[src/rtl/regfile_wb_arbiter.sv]
// Purpose: round-robin writeback arbiter, REQ_COUNT result buses onto WRITE_PORTS register file write ports.
// Latency: grant is combinational in the request cycle; write enable appears exactly 1 cycle after the handshake.
// Backpressure: req_ready low holds a requester; same-address and over-subscribed requests are deferred to later cycles.
module regfile_wb_arbiter #(
    parameter int DATA_WIDTH  = 64,
    parameter int STATE_WIDTH = 4,
    parameter int PHYS_COUNT  = 64,
    parameter int ADDR_WIDTH  = $clog2(PHYS_COUNT),
    parameter int REQ_COUNT   = 4,
    parameter int WRITE_PORTS = 2,
    localparam int PTR_WIDTH  = (REQ_COUNT > 1) ? $clog2(REQ_COUNT) : 1
) (
    input  logic                                     clk,
    input  logic                                     async_rst_n,
    input  logic                                     clk_en,
    input  logic [REQ_COUNT-1:0]                     req_valid,
    input  logic [REQ_COUNT-1:0][ADDR_WIDTH-1:0]     req_addr,
    input  logic [REQ_COUNT-1:0][DATA_WIDTH-1:0]     req_data,
    input  logic [REQ_COUNT-1:0][STATE_WIDTH-1:0]    req_state,
    output logic [REQ_COUNT-1:0]                     req_ready,
    output logic [WRITE_PORTS-1:0][ADDR_WIDTH-1:0]   wr_addr,
    output logic [WRITE_PORTS-1:0][DATA_WIDTH-1:0]   wr_data,
    output logic [WRITE_PORTS-1:0][STATE_WIDTH-1:0]  wr_state,
    output logic [WRITE_PORTS-1:0]                   wr_data_en,
    output logic [WRITE_PORTS-1:0]                   wr_state_en,
    output logic [PTR_WIDTH-1:0]                     rr_ptr
);

    // Arbitration results for the current cycle.
    logic [REQ_COUNT-1:0]                   grant;
    logic [WRITE_PORTS-1:0]                 port_vld;
    logic [WRITE_PORTS-1:0][PTR_WIDTH-1:0]  port_sel;
    logic [WRITE_PORTS-1:0][ADDR_WIDTH-1:0] port_addr;
    logic [PTR_WIDTH-1:0]                   ptr_nxt;

    // Scan temporaries.
    logic [PTR_WIDTH:0]                     idx_sum;
    logic [PTR_WIDTH-1:0]                   idx;
    logic                                   conflict;
    logic                                   placed;

    // Round-robin scan from rr_ptr: each valid requester takes the lowest free
    // port unless its address is already claimed this cycle or ports are full.
    always_comb begin
        grant     = '0;
        port_vld  = '0;
        port_sel  = '0;
        port_addr = '0;
        ptr_nxt   = rr_ptr;
        idx_sum   = '0;
        idx       = '0;
        conflict  = 1'b0;
        placed    = 1'b0;
        for (int j = 0; j < REQ_COUNT; j++) begin
            idx_sum = {1'b0, rr_ptr} + (PTR_WIDTH+1)'(j);
            if (idx_sum >= (PTR_WIDTH+1)'(REQ_COUNT)) begin
                idx_sum = idx_sum - (PTR_WIDTH+1)'(REQ_COUNT);
            end
            idx = idx_sum[PTR_WIDTH-1:0];

            conflict = 1'b0;
            for (int k = 0; k < WRITE_PORTS; k++) begin
                if (port_vld[k] && (port_addr[k] == req_addr[idx])) begin
                    conflict = 1'b1;
                end
            end

            placed = 1'b0;
            if (req_valid[idx] && !conflict) begin
                for (int k = 0; k < WRITE_PORTS; k++) begin
                    if (!placed && !port_vld[k]) begin
                        port_vld[k]  = 1'b1;
                        port_sel[k]  = idx;
                        port_addr[k] = req_addr[idx];
                        grant[idx]   = 1'b1;
                        placed       = 1'b1;
                        // Next scan starts just after the most recent grant.
                        if (idx == PTR_WIDTH'(REQ_COUNT - 1)) begin
                            ptr_nxt = '0;
                        end else begin
                            ptr_nxt = idx + PTR_WIDTH'(1);
                        end
                    end
                end
            end
        end
    end

    // Grants are only visible while the block is enabled and out of reset,
    // so no handshake can complete in a cycle whose write would be lost.
    assign req_ready = grant & {REQ_COUNT{clk_en & async_rst_n}};

    // Register the selected results onto the write ports and advance the pointer;
    // ungranted ports keep their last payload with the enable dropped.
    always_ff @(posedge clk or negedge async_rst_n) begin
        if (!async_rst_n) begin
            rr_ptr     <= '0;
            wr_data_en <= '0;
            wr_addr    <= '0;
            wr_data    <= '0;
            wr_state   <= '0;
        end else if (clk_en) begin
            rr_ptr     <= ptr_nxt;
            wr_data_en <= port_vld;
            for (int k = 0; k < WRITE_PORTS; k++) begin
                if (port_vld[k]) begin
                    wr_addr[k]  <= req_addr[port_sel[k]];
                    wr_data[k]  <= req_data[port_sel[k]];
                    wr_state[k] <= req_state[port_sel[k]];
                end
            end
        end
    end

    // Data and state always land together in the register file.
    assign wr_state_en = wr_data_en;

endmodule
[config.mk]
export PLATFORM = sky130hd
export DESIGN_NAME = regfile_wb_arbiter
export DESIGN_NICKNAME = d
export VERILOG_FILES = /design/src/rtl/regfile_wb_arbiter.sv
export SDC_FILE = /design/constraint.sdc
export NUM_CORES = 1
export LEC_CHECK = 0
export CORE_AREA = 3 3 204 206
export DETAILED_ROUTE_END_ITERATION = 10
export DIE_AREA = 0 0 207 209
export GPL_TIMING_DRIVEN = 1
export PLACE_DENSITY_LB_ADDON = 0.15
export SLEW_MARGIN = 20
export SYNTH_ARGS = -nofsm -noshare
export SYNTH_HDL_FRONTEND = slang
export SYNTH_SLANG_ARGS = --single-unit
[constraint.sdc]
create_clock -name clk -period 8.35 [get_ports clk]
set_input_delay 2.505 -clock clk [delete_from_list [all_inputs] [get_ports clk]]
set_output_delay 2.505 -clock clk [all_outputs]
set_load 0.02 [all_outputs]
==> flow_summary.json <==
{
  "outcome": "completed",
  "synth_cell_types": 73,
  "drive_gt1_frac": 0.134,
  "cap_viol_max_count": 0,
  "viasPerCell": 5.45,
  "coreArea_um2": 39800,
  "ys_ff_latch": 152,
  "postCtsHoldBufs": 0,
  "finalCriticalPeriod_ns": 8.14,
  "antenna_found_initial": 4,
  "power.leakage_nw": 8.25,
  "power_density_nw_per_um2": 546,
  "path_class": "input port to primary output",
  "cts_inserted_buffers": 17,
  "peakVddDrop_mv": 0.483,
  "final_cell_mix": "451 x clkdlybuf4s50_1, 301 x mux2i_1, 151 x dfrtp_1, 111 x buf_4, 102 x nand2_1",
  "avgRoutedWirePerCell_um": 24.7,
  "rrSetupSlack_ns": 2.51,
  "cts.path.max_buffers": 2,
  "synth_top_area_frac": 0.318,
  "drtPass1Iterations": 5,
  "io_buffers": 460,
  "htreeDepth": 4,
  "whs_ns": 0.488,
  "setup_viol": 0,
  "num_rows": 73,
  "cp-start-kind": "input port",
  "wl_mm": 53.9,
  "syn-num-nets": 1454,
  "nets": 1953,
  "start_util": 0.300,
  "holdCritStartpoint": "wr_data[19]",
  "skew_ns": 0.00992,
  "cts.sinks": 152,
  "cts_root_buffer": "clkbuf_16",
  "track_usage": 0.240,
  "slew-limit-headroom": 0.328,
  "dr_total_vias": 11882,
  "worstMarginPinSlew_ns": 1.00,
  "synth_top_area_cell": "dfrtp_1",
  "postRouteAntennaNets": 0,
  "clock_latency_ns": 0.45,
  "synth_area_leaders": "dfrtp_1 32%, mux2i_1 25%, a2bb2oi_1 5.4%",
  "hpwl_mm": 39.4,
  "final_common_cell": "clkdlybuf4s50_1",
  "seq_area_frac_synth": 0.318,
  "synth-warning-count": 0,
  "die_y_um": 209,
  "drt_iter0_markers": 739,
  "rsz0062_at_grt": "no",
  "route.detailed.drc": 0,
  "cts_tree": "done",
  "area_growth_pct": 53.1,
  "syn_area_um2": 11900,
  "grt_pass1_vias": 12442,
  "max_freq_mhz": 123,
  "cts.reportedPaths.clkPinSlew_ns": 0.07,
  "reg2reg_depth": 17,
  "die_x_um": 207,
  "hp-class": "flip-flop to flip-flop",
  "async_flop_share": 1.00,
  "synth_edf_count": 0,
  "finalHoldViolCount": 0,
  "arrival_ns": 5.63,
  "overflow": 0,
  "holdPathStages": 2,
  "io_pins": 461,
  "place.gp.congestion": 0.919,
  "power.total_mw": 9.98,
  "hold_end": "wr_data[19]",
  "ys.flop_type": "dfrtp_1",
  "postSynthAreaPerCell_um2": 10.4,
  "reg2reg_from": "rr_ptr[0]",
  "cp_max_fo": 7,
  "grt_max_degree": 102,
  "dieArea_um2": 43300,
  "endpoint_kind": "primary output",
  "crit_required_ns": 5.85,
  "syn_inst": 1145,
  "grt_pass1_wl_mm": 80.5,
  "drv_slew": 0,
  "r2r-end": "wr_data[9]",
  "period_share": 0.975
}
-- kinds of logic (layout without fill, tap and decap cells) --
logic type                 count (synthesis)  in the layout  share of synthesized area
xor gates and xnor gates                  24             24                     0.0176
adders and majority gates                  6              6                    0.00629
DFF                                      152            152                      0.318
AOI/OAI and AO/OA                        326            326                      0.211
other                                      0              1                          0
buffers and inverters                    123            632                     0.0672
and+or+nand+nor                          185            185                     0.0751
muxes                                    329            331                      0.305
-- repair_timing --
item | 4_1_cts | 5_1_grt
cloned | 0 | 2
pin swaps | 0 | 2
setup buffers | 0 | 4
endpoints found under the setup margin | 4 | 4
resized for setup | 6 | 7
-- power breakdown --
part           switching (mW)  internal (mW)
sequential              0.217           1.14
combinational            4.19           3.65
clock                   0.344          0.447
-- sequential cells by signal, summed over array words and instances, names as in the netlist --
name and flops:
wr_state 8, wr_data_en 2, wr_data 128, rr_ptr 2, wr_addr 12
-- critical path: stages --
cell             delay, ns
clkdlybuf4s50_1       0.52
mux4_2                0.56
buf_4                 0.19
inv_1                 0.09
o21ai_0               0.08
a211oi_1              0.29
buf_4                 0.17
a311oi_2              0.03
buf_4                 0.18
o21ai_0               0.16
o211ai_1              0.14
and2_2                0.26
nand2_1               0.08
a21oi_1               0.06
dlygate4sd2_1         0.33
-- synth_stat cells, types with 5 or more instances --
cell type	instances
mux4_2	25
xor2_1	9
clkbuf_1	29
o21ai_0	16
a21oi_1	21
nor3_1	7
nand2_1	102
xnor2_1	15
ha_1	6
nand2b_1	9
buf_8	9
nand4_1	5
o21ai_1	78
a2bb2oi_1	74
a211oi_1	5
buf_4	14
nand3b_1	10
inv_1	16
buf_2	25
o22ai_1	8
mux2i_1	301
nand3_1	8
buf_1	13
a31oi_1	6
and3b_1	5
o221ai_1	58
buf_6	11
nor2_1	14
dfrtp_1	152
o221ai_2	18
-- layout make-up --
| type | instances | area (µm²) |
|---|---|---|
| Tap cell | 525 | 657 |
| Antenna cell | 1 | 2.50 |
| Fill cell | 3876 | 21500 |
| Timing Repair Buffer | 585 | 5730 |
| Sequential cell | 152 | 3800 |
| Clock inverter | 11 | 124 |
| Multi-Input combinational cell | 872 | 7460 |
| Clock buffer | 20 | 447 |
| Inverter | 16 | 60.1 |
-- worst max-delay path by stage --
stage / depth (start not counted) / slack (ns) / to / from
2_1_floorplan: 13 / 0.72 / req_ready[0] / req_valid[3]
3_3_place_gp: 12 / -0.13 / req_ready[2] / req_valid[2]
3_5_place_dp: 12 / -0.14 / req_ready[1] / req_valid[2]
4_1_cts: 12 / 0.18 / req_ready[3] / req_valid[2]
5_1_grt: 13 / 0.01 / req_ready[1] / req_addr[4]
6_report: 15 / 0.21 / req_ready[1] / req_addr[4]
-- routing by layer --
layer	part of all wire	track usage	vias up
met3	0.062	0.0623	55
met5	0.00052	0	-
met1	0.40	0.284	5982
met2	0.51	0.431	388
met4	0.021	0.0641	6
li1	-	-	5451
-- per-stage QoR --
step | util | setup WS (ns) | setup TNS (ns) | std cells | area [µm²]
floorplan | - | 0.718 | 0 | 1145 | 11900
global placement | 0.441 | -0.129 | -0.500 | 2143 | 17600
detailed placement | 0.441 | -0.141 | -0.532 | 2143 | 17600
CTS | 0.456 | 0.183 | 0 | 2174 | 18100
global route | 0.459 | 0.0135 | 0 | 2182 | 18300
finish | 0.459 | 0.212 | 0 | 2182 | 18300
Note: power is estimated with default switching activity, not from simulation.
